--- config.mk ---
export PLATFORM = sky130hd
export DESIGN_NAME = fetch_buffer
export DESIGN_NICKNAME = d
export VERILOG_FILES = /design/src/rtl/mips_fetch_pkg.sv /design/src/rtl/fetch_fifo.sv /design/src/rtl/fetch_buffer.sv
export SDC_FILE = /design/constraint.sdc
export NUM_CORES = 1
export LEC_CHECK = 0
export CAP_MARGIN = 25
export CELL_PAD_IN_SITES_DETAIL_PLACEMENT = 0
export CELL_PAD_IN_SITES_GLOBAL_PLACEMENT = 1
export CORE_AREA = 10 10 179 181
export DETAILED_ROUTE_END_ITERATION = 16
export DIE_AREA = 0 0 189 191
export DONT_BUFFER_PORTS = 1
export GPL_ROUTABILITY_DRIVEN = 1
export PLACE_DENSITY_LB_ADDON = 0.1
export SYNTH_ARGS = -nofsm -noshare
export SYNTH_HDL_FRONTEND = slang
export SYNTH_SLANG_ARGS = --single-unit
--- constraint.sdc ---
create_clock -name clk -period 2.7 [get_ports clk]
set_input_delay 0.54 -clock clk [delete_from_list [all_inputs] [get_ports clk]]
set_output_delay 0.54 -clock clk [all_outputs]
set_load 0.005 [all_outputs]
--- src/rtl/mips_fetch_pkg.sv ---
// Shared widths, reset default and the buffered entry type for the fetch front end.
package mips_fetch_pkg;

    localparam int ADDR_W  = 32;
    localparam int INSTR_W = 32;

    localparam logic [ADDR_W-1:0] DEFAULT_RESET_PC = 32'h0000_0000;

    typedef struct packed {
        logic [ADDR_W-1:0]  pc;
        logic [INSTR_W-1:0] instr;
    } fetch_entry_t;

endpackage

--- src/rtl/fetch_fifo.sv ---
// Small synchronous FIFO of {pc, instr} entries; flush wins over push and pop.
module fetch_fifo
    import mips_fetch_pkg::*;
#(
    parameter  int unsigned DEPTH = 4,
    localparam int unsigned PTR_W = $clog2(DEPTH),
    localparam int unsigned CNT_W = $clog2(DEPTH) + 1
) (
    input  logic             clk,
    input  logic             rst,
    input  logic             push,
    input  fetch_entry_t     push_data,
    input  logic             pop,
    input  logic             flush,
    output logic [CNT_W-1:0] count,
    output fetch_entry_t     head
);

    fetch_entry_t      mem [DEPTH];
    logic [PTR_W-1:0]  rd_ptr;
    logic [PTR_W-1:0]  wr_ptr;
    logic              do_push;
    logic              do_pop;
    logic              full;

    assign full    = (count == CNT_W'(DEPTH));
    assign do_push = push;
    assign do_pop  = pop && (count != '0);
    assign head    = mem[rd_ptr];

    always_ff @(posedge clk) begin
        if (rst || flush) begin
            rd_ptr <= '0;
            wr_ptr <= '0;
            count  <= '0;
        end else begin
            if (do_push) wr_ptr <= wr_ptr + PTR_W'(1);
            if (do_pop)  rd_ptr <= rd_ptr + PTR_W'(1);
            case ({do_push, do_pop})
                2'b10:   count <= count + CNT_W'(1);
                2'b01:   count <= count - CNT_W'(1);
                default: ;
            endcase
        end
    end

    // Storage carries no reset; the head is only looked at while count is non-zero.
    always_ff @(posedge clk) begin
        if (!rst && !flush && do_push) begin
            mem[wr_ptr] <= push_data;
        end
    end

    always_ff @(posedge clk) begin
        if (!rst && !flush) begin
            assert (!(do_push && !do_pop && full));
        end
    end

endmodule

--- src/rtl/fetch_buffer.sv ---
// Fetch front end: owns the fetch PC, issues one-cycle-latency imem reads under a
// credit limit, and queues the returned {pc, instr} pairs for decode.
module fetch_buffer
    import mips_fetch_pkg::*;
#(
    parameter int unsigned       DEPTH    = 4,
    parameter logic [ADDR_W-1:0] RESET_PC = DEFAULT_RESET_PC
) (
    input  logic               clk,
    input  logic               rst,
    output logic               imem_req,
    output logic [ADDR_W-1:0]  imem_addr,
    input  logic [INSTR_W-1:0] imem_rdata,
    input  logic               redirect_valid,
    input  logic [ADDR_W-1:0]  redirect_pc,
    output logic               instr_valid,
    output logic [INSTR_W-1:0] instr,
    output logic [ADDR_W-1:0]  instr_pc,
    input  logic               instr_ready
);

    localparam int unsigned CNT_W = $clog2(DEPTH) + 1;

    logic [ADDR_W-1:0] fetch_pc;
    logic [ADDR_W-1:0] issued_pc;
    logic              inflight;
    logic              squash;
    logic              issue;
    logic              push;
    logic              pop;
    logic [CNT_W-1:0]  count;
    logic [CNT_W:0]    credits_used;
    fetch_entry_t      push_data;
    fetch_entry_t      head;
    logic              unused_redirect_lsbs;

    assign unused_redirect_lsbs = ^redirect_pc[1:0];

    // Registered occupancy plus the outstanding read; a same-cycle pop frees nothing yet.
    assign credits_used = {1'b0, count} + (CNT_W+1)'(inflight);
    assign issue        = !rst && !redirect_valid && (credits_used < (CNT_W+1)'(DEPTH));

    assign imem_req  = issue;
    assign imem_addr = fetch_pc;

    assign instr_valid = (count != '0);
    assign pop         = instr_valid && instr_ready;
    assign push        = inflight && !squash;
    assign push_data   = '{pc: issued_pc, instr: imem_rdata};

    assign instr    = instr_valid ? head.instr : '0;
    assign instr_pc = instr_valid ? head.pc    : '0;

    always_ff @(posedge clk) begin
        if (rst) begin
            fetch_pc  <= RESET_PC;
            issued_pc <= '0;
            inflight  <= 1'b0;
            squash    <= 1'b0;
        end else if (redirect_valid) begin
            fetch_pc <= {redirect_pc[ADDR_W-1:2], 2'b00};
            inflight <= 1'b0;
            squash   <= inflight;
        end else begin
            inflight <= issue;
            squash   <= 1'b0;
            if (issue) begin
                fetch_pc  <= fetch_pc + ADDR_W'(4);
                issued_pc <= fetch_pc;
            end
        end
    end

    fetch_fifo #(
        .DEPTH (DEPTH)
    ) u_fifo (
        .clk       (clk),
        .rst       (rst),
        .push      (push),
        .push_data (push_data),
        .pop       (pop),
        .flush     (redirect_valid),
        .count     (count),
        .head      (head)
    );

endmodule

After elaboration in Yosys (flattened, before gate mapping)

Memory sizes are Yosys's and may differ from the RTL's. A register that Yosys moved wholly into a read port is not among the register bits.
Index checks and enable logic that the tools add are counted.

Bits in registers: 73
Bits in writable memories: 256
Input bits: 68
Output and inout bits: 98
Logic and storage cells: 44
Memories kept: 1

$add $sub $neg: 6
Magnitude comparators: 1
Equality and inequality tests: 2
Multiplexer cells: 9
Bitwise operators: 1
Reduce and logical (&&, ||, !) cells: 16

Memories:

| memory     | words | bits a word | rd ports | clocked after Yosys merged registers in | write ports | RTL line         | text |
|---|---|---|---|---|---|---|---|
| u_fifo.mem | 4     | 64          | 1        | 1                                       | 1           | fetch_fifo.sv:19 | `fetch_entry_t mem [DEPTH];` |

Operators with widths:

| kind                                                                          | count |
|---|---|
| 32-bit two-way mux                                                            | 4 |
| 32-bit by 3-bit adder with 32-bit output (second input constant)              | 1 |
| 1-bit logical AND                                                             | 6 |
| 3-bit one-hot mux with 2 select lines                                         | 1 |
| 2-bit by 1-bit adder with 2-bit output (second input constant)                | 2 |
| 3-bit by 1-bit adder with 4-bit output                                        | 1 |
| 4-bit by 3-bit less-than comparator with 1-bit output (second input constant) | 1 |
| 2-bit two-way mux                                                             | 2 |
| 2-bit nonzero test                                                            | 2 |
| 2-bit OR reduction                                                            | 2 |
| 3-bit by 1-bit adder with 3-bit output (second input constant)                | 1 |
| 1-bit zero test                                                               | 3 |
| 3-bit nonzero test                                                            | 1 |
| 3-bit by 1-bit subtractor with 3-bit output (second input constant)           | 1 |
| 2-bit by 1-bit equality test with 1-bit output (second input constant)        | 1 |
| 2-bit equality test (second input constant)                                   | 1 |
| 1-bit two-way mux                                                             | 2 |
| 2-bit AND reduction                                                           | 1 |
| 1-bit logical OR                                                              | 1 |
| 1-bit NOT                                                                     | 1 |

Depth between registers and ports, before layout

Depth after elaboration: 5
Mapped depth: 9
Mapped depth without buffers: 8

Hierarchy

From an unflattened synthesis, not the netlist that was laid out.

Cells, all modules: 817
Area total of the unflattened synthesis: 13,060.0 um2

Modules (own cells, without submodules):

| module       | instances | cells an instance | area an instance (um2) | seq. area each (um2) |
|---|---|---|---|---|
| fetch_fifo   | 1         | 382               | 9,756.9                | 7,867.5 |
| fetch_buffer | 1         | 435               | 3,303.2                | 1,241.2 |

Least setup slack after synthesis

OpenSTA, ideal clock, no wires.

Kind: input to register
Start point: in rst
End point: mem u_fifo.mem[0][0] (netlist bit), enable pin
Library setup time: 0.427 ns
Arrival: 2.367 ns
Data required time: 2.273 ns
Slack: -0.094 ns
Stages on the path: 3
Buffers on the path: 1
Cells stage by stage: buf_6 > nor2_1 > and3_1

Word-level cells in the longest chain between the ends: 5

Ends and longest elaborated chain:

| what                                    | RTL line           | text |
|---|---|---|
| start, declared                         | fetch_buffer.sv:10 | `input logic rst,` |
| 1-bit zero test                         | fetch_fifo.sv:49   | `if (!rst && !flush && do_push) begin` |
| 1-bit logical AND (2 in series)         | fetch_fifo.sv:49   |  |
| 1-bit two-way mux                       | fetch_fifo.sv:49   |  |
| 1-bit two-way mux (not written as such) | fetch_fifo.sv:50   | `mem[wr_ptr] <= push_data;` |
| end, declared                           | fetch_fifo.sv:19   |  |

No other way between the ends.

Worst setup path after layout

Start point: reg u_fifo.count[0]
End point: out instr_pc[9]

Word-level cells in the longest chain between the ends: 2

Ends and longest elaborated chain:

| what                   | RTL line           | text |
|---|---|---|
| start, declared        | fetch_fifo.sv:15   | `output logic [CNT_W-1:0] count,` |
| start signal, assigned | fetch_fifo.sv:40   | `2'b10: count <= count + CNT_W'(1);` |
| start signal, assigned | fetch_fifo.sv:41   | `2'b01: count <= count - CNT_W'(1);` |
| 3-bit nonzero test     | fetch_buffer.sv:46 | `assign instr_valid = (count != '0);` |
| 32-bit two-way mux     | fetch_buffer.sv:52 | `assign instr_pc = instr_valid ? head.pc : '0;` |
| end, declared          | fetch_buffer.sv:18 | `output logic [ADDR_W-1:0] instr_pc,` |

No other way between the ends.

==> impl_metrics.csv <==
group,metric,value,unit
status,run_status,"finished, final reports clean",
floorplanning,start_util,44.5,%
clock_network,htreeDepth,2,
min_path,min_path_type,"input pin to flip-flop",
logic_synthesis,synth_edf_count,248,
setup_path,worstPathRequired,2.16,ns
global_routing,antenna_found_initial,3,
power,p_int,8460,uW
setup_path,critPathKind,"flip-flop to output port",
clock_network,clock-sinks,319,
logic_synthesis,synth_top_area_share,58.8,%
timing,max_slew_margin,60.8,%
setup_path,crit_path_max_fanout,63,
clock_network,cts_tree,"yes",
clock_network,cts_hold_buf,0,
logic_synthesis,async_reset_ff_share,0,%
floorplanning,die_w,189,um
layout,n_fill_cell,2380,
power,sw_frac_of_total,19.4,%
detailed_routing,wl_per_cell,22.7,um
logic_synthesis,yosysWarnings,0,
detailed_routing,antenna_left,0,
global_routing,grt_overflow_total,0,
job,drv_cap,0,
timing,finClkSkew,0.0152,ns
power,p_leak,0.00477,uW
timing,setup_tns,0,ns
logic_synthesis,yosysSeqAreaShare,70.0,%
global_routing,grtUsageTotal,15.4,%
layout,ff_latch_area,8880,um2
power,pwr-share-comb,2.7,%
detailed_routing,totalWireLength,28.0,mm
logic_synthesis,synth_area,12700,um2
timing,setup_violations,0,
timing,slew_violations,0,
power,pwr-share-clk,45.7,%
place,post_dp_cell_area,13300,um2
layout,syn_to_final_growth,14.1,%
setup_path,cp-start-kind,"flip-flop",
timing,hold_viol,0,
place,place.gp.congestion,0.830,
global_routing,grt_pass1_wl,43.0,mm
floorplanning,io_pins,166,
logic_synthesis,ys_types,47,
layout,final_common_cell,"edfxtp_1",
power,powerDensity,726,nW/um2
layout,multi_input_area,3570,um2
layout,drive_above_1_share,18.2,%
timing,timing.final.ws_setup,0.180,ns
floorplanning,row_count,62,
logic_synthesis,ys.flop_type,"edfxtp_1",
floorplanning,die_h,191,um
global_routing,grt_pass1_vias,7105,
logic_synthesis,avgSynthCellArea,15.7,um2
clock_network,clk_pin_slew,0.06,ns
logic_synthesis,synth_seq_cells,319,
power,switching_power,2040,uW
detailed_routing,routed_via_density,5.42,
layout,final_nets,897,
timing,rsz0062_at_grt,"no",
logic_synthesis,syn_inst,807,
logic_synthesis,yosys-top-cells-area,"edfxtp_1 59%, dfxtp_1 11%, mux4_2 11%, and2_1 3.5%, nand2_1 2.6%",
detailed_routing,drt_first_iter_violations,304,
clock_network,cts_buffers,35,
clock_network,insertion_delay,0.50,ns
setup_path,endpoint_kind,"output port",
setup_path,worstPathArrival,1.98,ns
floorplanning,dieArea,36100,um2
timing,fmax,397,MHz
place,numPortBuffers,0,
place,dp_worst_setup_slack,0.487,ns
timing,finalCritPeriodShare,93.3,%
detailed_routing,detail_route.first_pass.iterations,4,
detailed_routing,drc,0,
power,power,10500,uW
power,peakVddDrop,0.375,mV
logic_synthesis,synth.largest_area_cell,"edfxtp_1",
place,place_hpwl,18.3,mm
detailed_routing,vias,6693,
clock_network,clock_path_buffers,3,
clock_network,cts_setup_buffers,0,
layout,fin_area,14500,um2
timing,layout_min_cycle_time,2.52,ns
power,pwr-share-seq,51.6,%
global_routing,grt_max_degree,65,
clock_network,root_buffer,"clkbuf_16",
layout,most-common-layout-cells,"248 x edfxtp_1, 86 x nand2_1, 70 x and2_1, 69 x dfxtp_1, 62 x mux4_2",
clock_network,cts_resized,0,
floorplanning,core_area,28500,um2
timing,worst_pin_slew,0.587,ns
==> path summary, 6_finish.rpt <==
path | from | endpoint | slack (ns) | depth (start not counted)
worst min register to register | issued_pc[23] | issued_pc[23] | 0.49 | 2
worst min-delay path | rst | imem_addr[18] | 0.10 | 1
worst max-delay path | u_fifo.count[0] | instr_pc[9] | 0.18 | 3
worst max register to register | u_fifo.count[0] | u_fifo.count[2] | 0.48 | 8
==> registers in the layout, indices dropped and copies added, names as in the netlist, named ones only <==
| signal | cells |
|---|---|
| imem_addr | 30 |
| inflight | 1 |
| issued_pc | 30 |
| squash | 1 |
| u_fifo.count | 3 |
| u_fifo.mem | 248 |
| u_fifo.rd_ptr | 2 |
| u_fifo.wr_ptr | 2 |
==> metrics by stage <==
stage / util, % / hold slack [ns] / instances
2_1_floorplan: - / 0.460 / 810
3_3_place_gp: 46.6 / 0.470 / 1168
3_5_place_dp: 46.6 / 0.485 / 1168
4_1_cts: 50.7 / 0.0866 / 1230
5_1_grt: 50.8 / 0.0843 / 1233
6_report: 50.8 / 0.102 / 1234
==> per-layer routing <==
layer / global-route usage [%] / up-vias / share of wire (%)
met3: 6.03 / 27 / 8.9
met1: 18.7 / 3387 / 41
met5: 0 / - / 0
li1: - / 3088 / -
met4: 4.15 / 0 / 1.5
met2: 25.1 / 191 / 49
==> logic make-up after synthesis <==
logic type	synth area share, %
buf+inv	2.10
mux	11.3
compound gates	4.05
other cells	0.0296
fa+ha+maj	0.750
simple gates	10.0
xor+xnor	1.80
flops	70.0
==> cell type report <==
type / count / share of cell area [%]
well taps: 384 / 3.32
repair buffers: 25 / 2.13
clock inverters: 16 / 1.41
diodes: 3 / 0.0519
inverters: 11 / 0.286
multi-input cells: 430 / 24.7
clock buffers: 46 / 6.71
flip-flops and latches: 319 / 61.4
==> worst max-delay path, stage by stage (launching register included) <==
cell	delay, ns
dfxtp_1	0.38
or3_2	0.50
buf_4	0.31
and2_1	0.25
==> synthesized netlist by cell type, types with 2 or more instances <==
library cell	instances
a211oi_1	3
a21oi_1	47
a311oi_1	4
a31oi_1	8
and2_1	70
and3_1	16
and4_1	3
buf_1	3
buf_2	6
buf_4	4
buf_6	2
clkbuf_1	35
dfxtp_1	71
edfxtp_1	248
ha_1	6
inv_1	9
inv_2	2
mux2i_1	3
mux4_2	62
nand2_1	87
nand3_1	9
nand4_1	3
nor2_1	27
nor3_1	7
nor4_1	4
nor4_2	2
o21ai_0	6
o22ai_1	11
o311ai_0	2
or3_1	6
xnor2_1	23
xor2_1	3
==> power groups by stage <==
stage | logic, uW | clock network (uW) | registers, uW
6_report | 288 | 4800 | 5420
5_1_grt | 325 | 5130 | 5430
4_1_cts | 291 | 4920 | 5420
3_5_place_dp | 290 | 0 | 5520
3_3_place_gp | 284 | 0 | 5520
2_1_floorplan | 226 | 0 | 5500
Power figures use the tool's default switching activity.
